--- src/rtl/arb_perfil_fun_if.sv ---
// rtl/arb_perfil_fun_if.sv - switch inputs and arbitration outputs of the profile/functionality arbiter
interface arb_perfil_fun_if #(
  parameter int N_IF   = 2,
  parameter int PERF_W = 3,
  parameter int FUN_W  = 3
);
  localparam int IDX_W = (N_IF > 2) ? $clog2(N_IF) : 1;

  logic [N_IF*PERF_W-1:0] perf_in;
  logic [N_IF*FUN_W-1:0]  fun_in;
  logic [FUN_W-1:0]       fun_act;
  logic [FUN_W*IDX_W-1:0] fun_own;
  logic [PERF_W-1:0]      disp_perf;
  logic                   auto_pilot;

  modport master (
    output perf_in, fun_in,
    input  fun_act, fun_own, disp_perf, auto_pilot
  );

  modport slave (
    input  perf_in, fun_in,
    output fun_act, fun_own, disp_perf, auto_pilot
  );
endinterface

--- src/rtl/arb_perfil_fun.sv ---
// rtl/arb_perfil_fun.sv - level-checked, preemptive round-robin functionality arbiter with display and autopilot
module arb_perfil_fun #(
  parameter int N_IF    = 2,
  parameter int PERF_W  = 3,
  parameter int FUN_W   = 3,
  parameter int TIMEOUT = 1000
) (
  input  logic              clk_i,
  input  logic              rst_ni,
  arb_perfil_fun_if.slave   bus
);
  localparam int IDX_W = (N_IF > 2) ? $clog2(N_IF) : 1;
  localparam int LVL_W = $clog2(PERF_W + 1);
  localparam int CNT_W = $clog2(TIMEOUT + 1);

  typedef enum logic {ST_FREE, ST_HELD} own_st_e;

  logic [N_IF*PERF_W-1:0] perf_s1_q, perf_s2_q;
  logic [N_IF*FUN_W-1:0]  fun_s1_q, fun_s2_q;

  logic [N_IF-1:0]   prof_ok;
  logic [LVL_W-1:0]  lvl [N_IF];
  logic [FUN_W-1:0]  elig [N_IF];
  logic [PERF_W-1:0] ps_c;
  logic [FUN_W-1:0]  fs_c;

  own_st_e          st_q [FUN_W];
  own_st_e          st_d [FUN_W];
  logic [IDX_W-1:0] own_q [FUN_W];
  logic [IDX_W-1:0] own_d [FUN_W];
  logic [IDX_W-1:0] rr_q [FUN_W];
  logic [IDX_W-1:0] rr_d [FUN_W];

  logic             found;
  logic [IDX_W-1:0] win;
  logic [LVL_W-1:0] win_lvl;
  logic [IDX_W-1:0] scan_idx;

  logic [PERF_W-1:0] disp_q, disp_d;
  logic [1:0]        warm_q;
  logic [CNT_W-1:0]  nv_q, nv_d;
  logic              ap_q, ap_d;
  logic              any_valid;

  logic [FUN_W-1:0]       act_c;
  logic [FUN_W*IDX_W-1:0] own_c;

  always_ff @(posedge clk_i or negedge rst_ni) begin
    if (!rst_ni) begin
      perf_s1_q <= '0;
      perf_s2_q <= '0;
      fun_s1_q  <= '0;
      fun_s2_q  <= '0;
    end else begin
      perf_s1_q <= bus.perf_in;
      perf_s2_q <= perf_s1_q;
      fun_s1_q  <= bus.fun_in;
      fun_s2_q  <= fun_s1_q;
    end
  end

  always_comb begin
    ps_c = '0;
    fs_c = '0;
    for (int i = 0; i < N_IF; i++) begin
      ps_c       = perf_s2_q[i*PERF_W +: PERF_W];
      fs_c       = fun_s2_q[i*FUN_W +: FUN_W];
      prof_ok[i] = $onehot(ps_c);
      lvl[i]     = '0;
      for (int b = 0; b < PERF_W; b++) begin
        if (ps_c[b] && prof_ok[i]) lvl[i] = LVL_W'(b + 1);
      end
      for (int j = 0; j < FUN_W; j++) begin
        elig[i][j] = prof_ok[i] && $onehot(fs_c) && fs_c[j] && (int'(lvl[i]) >= j + 1);
      end
    end
  end

  assign any_valid = |prof_ok;

  // Scanning upward from rr with a strict '>' keeps the first tied index as winner.
  always_comb begin
    found    = 1'b0;
    win      = '0;
    win_lvl  = '0;
    scan_idx = '0;
    for (int j = 0; j < FUN_W; j++) begin
      st_d[j]  = st_q[j];
      own_d[j] = own_q[j];
      rr_d[j]  = rr_q[j];
      found    = 1'b0;
      win      = '0;
      win_lvl  = '0;
      for (int off = 0; off < N_IF; off++) begin
        scan_idx = IDX_W'((int'(rr_q[j]) + off) % N_IF);
        if (elig[scan_idx][j] && (!found || lvl[scan_idx] > win_lvl)) begin
          found   = 1'b1;
          win     = scan_idx;
          win_lvl = lvl[scan_idx];
        end
      end
      case (st_q[j])
        ST_FREE: begin
          if (found) begin
            st_d[j]  = ST_HELD;
            own_d[j] = win;
            rr_d[j]  = IDX_W'((int'(win) + 1) % N_IF);
          end
        end
        ST_HELD: begin
          if (!elig[own_q[j]][j]) begin
            st_d[j]  = ST_FREE;
            own_d[j] = '0;
          end else if (win_lvl > lvl[own_q[j]]) begin
            own_d[j] = win;
          end
        end
        default: begin
          st_d[j]  = ST_FREE;
          own_d[j] = '0;
        end
      endcase
    end
  end

  always_ff @(posedge clk_i or negedge rst_ni) begin
    if (!rst_ni) begin
      for (int j = 0; j < FUN_W; j++) begin
        st_q[j]  <= ST_FREE;
        own_q[j] <= '0;
        rr_q[j]  <= '0;
      end
    end else begin
      for (int j = 0; j < FUN_W; j++) begin
        st_q[j]  <= st_d[j];
        own_q[j] <= own_d[j];
        rr_q[j]  <= rr_d[j];
      end
    end
  end

  // Display follows next-state ownership so it moves on the same edge as FUN_ACT/FUN_OWN.
  always_comb begin
    disp_d = '0;
    for (int j = 0; j < FUN_W; j++) begin
      if (st_d[j] == ST_HELD) disp_d = perf_s2_q[int'(own_d[j])*PERF_W +: PERF_W];
    end
  end

  // The no-profile count waits until the synchroniser holds real pin samples, not reset zeros.
  always_comb begin
    nv_d = nv_q;
    if (warm_q[1]) begin
      if (any_valid) nv_d = '0;
      else if (nv_q != CNT_W'(TIMEOUT)) nv_d = nv_q + CNT_W'(1);
    end
    ap_d = warm_q[1] && !any_valid && (nv_q == CNT_W'(TIMEOUT));
  end

  always_ff @(posedge clk_i or negedge rst_ni) begin
    if (!rst_ni) begin
      disp_q <= '0;
      warm_q <= '0;
      nv_q   <= '0;
      ap_q   <= 1'b0;
    end else begin
      disp_q <= disp_d;
      warm_q <= {warm_q[0], 1'b1};
      nv_q   <= nv_d;
      ap_q   <= ap_d;
    end
  end

  always_comb begin
    act_c = '0;
    own_c = '0;
    for (int j = 0; j < FUN_W; j++) begin
      act_c[j]                  = (st_q[j] == ST_HELD);
      own_c[j*IDX_W +: IDX_W]   = own_q[j];
    end
  end

  assign bus.fun_act    = act_c;
  assign bus.fun_own    = own_c;
  assign bus.disp_perf  = disp_q;
  assign bus.auto_pilot = ap_q;

endmodule

--- src/flat_wrapper.sv ---
// flat-port wrapper written by rule: the top's interface ports become plain ports
module arb_perfil_fun_flat 
#(
  parameter int N_IF    = 2,
  parameter int PERF_W  = 3,
  parameter int FUN_W   = 3,
  parameter int TIMEOUT = 1000
)
  (clk_i, rst_ni, bus_perf_in, bus_fun_in, bus_fun_act, bus_fun_own, bus_disp_perf, bus_auto_pilot);
  arb_perfil_fun_if #(.N_IF(N_IF), .PERF_W(PERF_W), .FUN_W(FUN_W)) bus_i ();
  input  logic clk_i;
  input  logic rst_ni;
  input wire logic [$bits(bus_i.perf_in)-1:0] bus_perf_in;
  input wire logic [$bits(bus_i.fun_in)-1:0] bus_fun_in;
  output wire logic [$bits(bus_i.fun_act)-1:0] bus_fun_act;
  output wire logic [$bits(bus_i.fun_own)-1:0] bus_fun_own;
  output wire logic [$bits(bus_i.disp_perf)-1:0] bus_disp_perf;
  output wire logic [$bits(bus_i.auto_pilot)-1:0] bus_auto_pilot;
  assign bus_i.perf_in = bus_perf_in;
  assign bus_i.fun_in = bus_fun_in;
  assign bus_fun_act = bus_i.fun_act;
  assign bus_fun_own = bus_i.fun_own;
  assign bus_disp_perf = bus_i.disp_perf;
  assign bus_auto_pilot = bus_i.auto_pilot;
  arb_perfil_fun #(.N_IF(N_IF), .PERF_W(PERF_W), .FUN_W(FUN_W), .TIMEOUT(TIMEOUT)) u_core (.clk_i(clk_i), .rst_ni(rst_ni), .bus(bus_i));
endmodule
--- config.mk ---
export PLATFORM = sky130hd
export DESIGN_NAME = arb_perfil_fun_flat
export DESIGN_NICKNAME = d
export VERILOG_FILES = /design/src/rtl/arb_perfil_fun_if.sv /design/src/rtl/arb_perfil_fun.sv /design/src/flat_wrapper.sv
export SDC_FILE = /design/constraint.sdc
export NUM_CORES = 1
export LEC_CHECK = 0
export ABC_CLOCK_PERIOD_IN_PS = 5700
export CORE_AREA = 2 2 82 68
export CTS_CLUSTER_DIAMETER = 40
export DETAILED_ROUTE_END_ITERATION = 8
export DIE_AREA = 0 0 84 70
export GPL_TIMING_DRIVEN = 0
export HOLD_SLACK_MARGIN = 0.03
export PLACE_DENSITY = 0.78
export REMOVE_ABC_BUFFERS = 1
export SLEW_MARGIN = 20
export SYNTH_ARGS = -nofsm -noshare
export SYNTH_HDL_FRONTEND = slang
export SYNTH_SLANG_ARGS = --single-unit
--- constraint.sdc ---
create_clock -name clk_i -period 5.7 [get_ports clk_i]
set_clock_uncertainty 0.15 [all_clocks]
set_input_delay 1.14 -clock clk_i [delete_from_list [all_inputs] [get_ports clk_i]]
set_output_delay 1.14 -clock clk_i [all_outputs]
set_load 0.01 [all_outputs]
==> results of run 1 <==
## state kept, by name (all words and copies together), names as in the netlist, 2 cells and up
name	flops
u_core.fun_s2_q	6
u_core.bus.disp_perf	3
u_core.perf_s2_q	6
u_core.nv_q	10
u_core.fun_s1_q	6
u_core.warm_q	2
u_core.bus.fun_act	3
u_core.bus.fun_own	3
u_core.rr_q	3
u_core.perf_s1_q	6
## cells in the mapped netlist (3+ instances only)
cell type	number	share of area, %
nor3_1	4	0.70
or3_1	5	1.1
o31a_1	3	0.92
a21oi_1	22	3.9
o21ai_0	22	3.9
buf_2	6	1.1
a22oi_1	4	1.1
nor2b_1	6	1.3
nand3_1	12	2.1
nand2_1	30	4.0
inv_1	26	3.4
o31ai_1	6	1.6
dfrtp_1	49	43
nand4_1	3	0.66
nand2b_1	5	1.1
a21o_1	3	0.79
o21ai_1	3	0.53
ha_1	14	6.2
nor2_1	21	2.8
and3_2	3	0.79
xor2_1	4	1.2
a31oi_1	3	0.66
fa_1	4	2.8
## cells by family after synthesis
| kind of cell | synth area share (%) |
|---|---|
| xor gates and xnor gates | 1.54 |
| AOI/OAI and AO/OA | 21.0 |
| adders and majority gates | 8.97 |
| other | 0.132 |
| and+or+nand+nor | 20.5 |
| buffers and inverters | 4.75 |
| DFF | 43.1 |
## path summary, 6_finish.rpt
path	start	endpoint	slack, ns
min in group asynchronous	rst_ni	u_core.nv_q[2]	0.59
max in group asynchronous	rst_ni	u_core.perf_s2_q[5]	4.28
min	u_core.perf_s1_q[0]	u_core.perf_s2_q[0]	0.19
max reg2reg	u_core.perf_s2_q[0]	u_core.bus.disp_perf[0]	0.33
max	u_core.perf_s2_q[0]	u_core.bus.disp_perf[0]	0.33
min reg2reg	u_core.perf_s1_q[0]	u_core.perf_s2_q[0]	0.19
## through the flow
stage | instances | power (mW)
after CTS | 392 | 0.961
final | 392 | 0.962
after floorplan | 295 | 0.616
after global placement | 383 | 0.700
after detailed placement | 384 | 0.713
after global routing | 392 | 1.03
## area by class of cell
class                           instances  area share, %
Sequential cell                        49           37.6
Timing Repair Buffer                   24           7.48
Tap cell                               65           2.48
Clock buffer                            6           2.21
Multi-Input combinational cell        220           46.1
Clock inverter                          2           1.18
Inverter                               26           2.98
## what timing repair did
action / in CTS / in global routing
resized for setup: 0 / 9
setup endpoints to repair: 0 / 3
endpoints found under the hold margin: 0 / 0
## cell usage in the layout, fill, tap and decap left out, types with 2 or more instances in the layout
cell	Yosys	layout
a31oi_1	3	3
and3_2	3	3
xor2_1	4	4
nor2b_1	6	6
o21ai_0	22	21
clkbuf_8	0	5
or3_1	5	5
nand3b_1	2	2
o31ai_1	6	6
o21ai_1	3	4
o31a_1	3	3
nand4_1	3	3
a21o_1	3	3
dfrtp_2	0	4
nor3_1	4	4
inv_1	26	26
fa_1	4	4
a21oi_1	22	21
nor2_1	21	21
nand2_1	30	30
ha_1	14	14
nand2b_1	5	5
or2_2	2	2
clkdlybuf4s50_1	0	22
a22oi_1	4	4
o21a_1	2	2
dfrtp_1	49	45
nand3_1	12	12
## power by group
part / leakage (nW) / total, mW / switching (mW) / internal (mW)
sequential: 0.607 / 0.444 / 0.0595 / 0.384
clock: 0.0554 / 0.247 / 0.115 / 0.132
combinational: 0.746 / 0.271 / 0.150 / 0.122
## routing by layer
layer / GRT usage, % / wire length [um] / up-vias
li1: - / - / 1126
met1: 32.2 / 2890 / 1071
met2: 31.4 / 2450 / 56
met3: 3.55 / 258 / 8
met4: 5.91 / 103 / 0
met5: 0 / 0 / -
## worst max-delay path: stages, from the launching register on
cell,delay (ns)
dfrtp_1,0.43
inv_1,0.11
fa_1,0.52
and4bb_2,0.39
o311ai_4,0.21
nor3_1,0.18
a31oi_1,0.07
ha_1,0.33
nor2b_1,0.17
o21ai_1,0.16
or3_1,0.39
a32o_1,0.28
ha_1,0.31
and2b_2,0.19
o21ai_1,0.23
a2111oi_2,0.12
or4b_1,0.60
a32oi_2,0.22
a22oi_1,0.10
o31ai_1,0.10
==> flow_summary.yaml, run 1 <==
worst_setup_path:
  worst_setup_path_end_kind: "flip-flop"
  crit_required_ns: 5.74
  cp_data_arrival_time_ns: 5.41
  crit_fanout: 12
  worst_setup_path_start_kind: "flip-flop"
  worstSetupPathType: "reg -> reg"
  rr_worst_depth: 19
placement:
  place_area_mm2: 0.00314
  place_hpwl_mm: 4.28
  io_buffers: 23
  finalWeightedCongestion: 0.867
  pre_cts_slack_ns: 0.231
timing:
  slew_headroom_pct: 46.6
  period_needed_ns: 5.37
  whs_ns: 0.189
  fin_tns_setup_ns: 0
  worst_pin_slew_ns: 0.793
  fmax_mhz: 186
  slew_viol_final: 0
  rsz0062_at_grt: "false"
  setup_slack_ns: 0.330
  fin_crit_sh_pct: 94.2
  finalHoldViolCount: 0
  setup_violations: 0
global_route:
  antenna_found_initial: 0
  grt_pass1_vias: 2108
  grt_pass1_wl_mm: 9.96
  grt_overflow_total: 0
  grt_max_degree: 34
  grt_use_total_pct: 21.1
cts:
  clock_sinks: 49
  cts.clk_slew.worst_paths_ns: 0.10
  root_buffer: "clkbuf_8"
  cts_setup_buffers: 0
  cts_buffers: 5
  cts_buffer_depth: 2
  insertion_delay_ns: 0.31
  htreeDepth: 2
  cts_tree: "built"
  cts_hold_buf: 0
synthesis:
  ys_ff_latch: 49
  avgSynthCellArea_um2: 9.39
  synth_area_mm2: 0.00285
  async_flop_share_pct: 100
  synthFlopType: "dfrtp_1"
  netlist_instances: 303
  yosysWarnings: 0
  netlist-cell-type-count: 63
  synth_edf_count: 0
  ys_seq_area_share_pct: 43.1
layout:
  nNetsFinal: 358
  drive_gt1_share_pct: 11.0
  final_core_util_pct: 63.1
  syn2layout_area_growth_pct: 15.2
  seq_area_mm2: 0.00123
  multi_input_area_mm2: 0.00151
  fin_area_mm2: 0.00328
  antenna_cells: 0
  nFillCells: 440
power:
  ir_worst_vdd_mv: 0.230
  cellPowerDensity_mw_per_mm2: 294
  p_leak_nw: 1.41
routing:
  drc_errors: 0
  first_pass_iters: 4
  vias_per_cell: 5.77
  totalWireLength_mm: 5.70
  drt_iter0_markers: 148
  wl_per_cell_um: 14.5
  drtAntennaViolNets: 0
  vias: 2261
floorplan:
  die_area_mm2: 0.00588
  start_util_pct: 54.8
  io_pins: 24
  core-area_mm2: 0.00519
  die_w_um: 84
  die_height_um: 70
  core.rowCount: 24
flow_run:
  cap_violations: 0
status:
  status: "complete, no violations"
worst_hold_path:
  min-delay-path-class: "reg -> reg"
  hold_path_depth: 0
No activity file was read; power rests on OpenSTA's default activity.
==> run 2, diff against run 1 <==
- ABC_AREA: default -> 1
- MAX_ROUTING_LAYER: default -> met4
==> run 2 against run 1 <==
Via count rose by 3.4%. Register-to-register slack improved by 0.64 ns. Synthesized cell count grew 18%. Synthesized area shrank 0.31%. Fmax increased by 14%. Clock power down 10%. Hold slack better by 0.013 ns. Cell count grew 16%. Highest routed layer unchanged.
==> flow_summary.yaml, run 2 <==
worst_setup_path:
  cp_data_arrival_time_ns: 4.78
  timing.critical_path.mode_cell: "nand2_1"
  cp_slowest_cell: "dfrtp_1"
  crit_fanout: 9
  crit_required_ns: 5.75
  worst_setup_path_end_kind: "flip-flop"
  worst_setup_path_start_kind: "flip-flop"
  worstSetupPathType: "reg -> reg"
  critPathMaxStageDelay_ns: 0.43
power:
  pwr-share-seq_pct: 39.2
  combPwrFrac_pct: 41.6
  swShare_pct: 38.8
  cellPowerDensity_mw_per_mm2: 354
  p_int_uw: 709
  ir_worst_vdd_mv: 0.194
  clockPowerShare_pct: 19.2
  power_mw: 1.16
  power.switching_uw: 450
  p_leak_nw: 1.62
global_route:
  grt_pass1_vias: 2197
  grt_pass1_wl_mm: 9.53
  grt_max_degree: 30
  antenna_found_initial: 0
  grt_use_total_pct: 21.0
  grt_overflow_total: 0
synthesis:
  netlist-cell-type-count: 35
  async_flop_share_pct: 100
  avgSynthCellArea_um2: 7.95
  synth_edf_count: 0
  synth_area_mm2: 0.00284
  synth_largest_type_area_fraction_pct: 43.2
  synth_common_cells: "nand2_1, inv_1, dfrtp_1, nand3_1, nor2_1"
  netlist_instances: 357
  synth.most_common_cell: "nand2_1"
  ys_ff_latch: 49
  synth_area_leaders: "dfrtp_1, nand2_1, inv_1, ha_1, nand3_1"
  ys_seq_area_share_pct: 43.2
  yosysWarnings: 0
  synthFlopType: "dfrtp_1"
  yosys.area.top_type: "dfrtp_1"
routing:
  drtAntennaViolNets: 0
  totalWireLength_mm: 5.29
  drc_errors: 0
  wl_per_cell_um: 11.7
  vias: 2339
  vias_per_cell: 5.16
  drt_iter0_markers: 108
  first_pass_iters: 5
cts:
  cts_hold_buf: 0
  root_buffer: "clkbuf_8"
  ctsResizeCount: 0
  htreeDepth: 2
  cts_tree: "built"
  clock_sinks: 49
  cts_setup_buffers: 0
  cts_buffers: 5
  insertion_delay_ns: 0.30
  cts.clk_slew.worst_paths_ns: 0.09
  cts_buffer_depth: 2
floorplan:
  die_height_um: 70
  core.rowCount: 24
  core-area_mm2: 0.00519
  die_w_um: 84
  start_util_pct: 54.6
  io_pins: 24
  die_area_mm2: 0.00588
layout:
  largest_reg_flops: 10
  final_cell_mix: "nand2_1, inv_1, dfrtp_1, nand3_1, nor2_1"
  finalNonFillerCells: 453
  syn2layout_area_growth_pct: 15.3
  final_common_cell: "nand2_1"
  largest-register: "u_core.nv_q"
  nFillCells: 464
  antenna_cells: 0
  fin_area_mm2: 0.00327
  nNetsFinal: 419
  drive_gt1_share_pct: 9.54
placement:
  place_area_mm2: 0.00316
  place_hpwl_mm: 4.12
  io_buffers: 23
  place_inst: 445
  finalWeightedCongestion: 0.897
timing:
  whs_ns: 0.202
  fmax_mhz: 211
  finalHoldViolCount: 0
  rsz0062_at_grt: "false"
  setup_violations: 0
  fin_crit_sh_pct: 83.0
  period_needed_ns: 4.73
  worst_pin_slew_ns: 0.649
  slew_headroom_pct: 56.5
  fin_tns_setup_ns: 0
  slew_viol_final: 0
worst_hold_path:
  min-delay-path-class: "reg -> reg"
status:
  status: "complete, no violations"
flow_run:
  cap_violations: 0
[run 2: cell count changes in the layout (fill, tap and decap cells not counted), moves of 6 or more]
cell     change
nand2_1     +45
inv_1       +36
nand3_1     +19
nor2_1       +9
a21oi_1      -6
nand2_2      +6
nor2b_1      -6
[run 2: cell type report]
class,instances,area [um2],share of cell area (%)
well taps,65,81.3,2.49
clock inverters,1,8.76,0.268
clock buffers,7,96.3,2.95
repair buffers,24,245,7.50
flip-flops and latches,49,1230,37.5
inverters,67,251,7.69
multi-input cells,240,1360,41.6
[run 2: power by group through the flow]
stage | clock network, mW | logic (mW) | registers (mW)
floorplan | 0 | 0.328 | 0.463
global route | 0.246 | 0.563 | 0.464
detailed placement | 0 | 0.478 | 0.461
finish | 0.222 | 0.482 | 0.454
CTS | 0.230 | 0.480 | 0.454
global placement | 0 | 0.459 | 0.459
[run 2: path summary, 6_finish.rpt]
path	startpoint	to	slack [ns]	cells past startpoint
setup / recovery	u_core.perf_s2_q[4]	u_core.bus.disp_perf[0]	0.97	35
hold / removal	u_core.fun_s1_q[2]	u_core.fun_s2_q[2]	0.20	0
setup reg to reg	u_core.perf_s2_q[4]	u_core.bus.disp_perf[0]	0.97	35
hold reg to reg	u_core.fun_s1_q[2]	u_core.fun_s2_q[2]	0.20	0
max in group asynchronous	rst_ni	u_core.fun_s2_q[0]	4.27	2
min in group asynchronous	rst_ni	u_core.nv_q[6]	0.63	1
[run 2: critical path, delay by kind of cell, from the launching register on]
kind	cells	cell delay, ns
simple gates	20	1.52
buf+inv	7	0.69
fa+ha+maj	3	0.98
flops	1	0.43
compound gates	5	0.86
[run 2: cells by family (layout without fill, tap and decap cells)]
kind of cell	Yosys count	in the layout	share of synthesized area (%)
AND/OR/NAND/NOR	163	163	26.8
buffers and inverters	68	99	9.00
AO/OA/AOI/OAI	58	58	11.9
flip-flops	49	49	43.2
adder cells (fa/ha/maj)	18	18	9.00
other	1	1	0.132
[run 2: per-layer routing]
metal | part of all wire [%] | global-route usage, % | up-vias
li1 | - | - | 1208
met1 | 48 | 28.4 | 1071
met4 | 2.3 | 8.60 | 0
met5 | 0 | - | -
met2 | 46 | 31.2 | 49
met3 | 4.2 | 4.37 | 11
[run 2: stage by stage]
| stage | util [%] | setup WS, ns |
|---|---|---|
| 3_5_place_dp | 60.8 | 0.643 |
| 4_1_cts | 62.8 | 0.645 |
| 6_report | 62.9 | 0.972 |
| 2_1_floorplan | - | 1.53 |
| 5_1_grt | 62.9 | 0.407 |
| 3_3_place_gp | 60.5 | 0.782 |
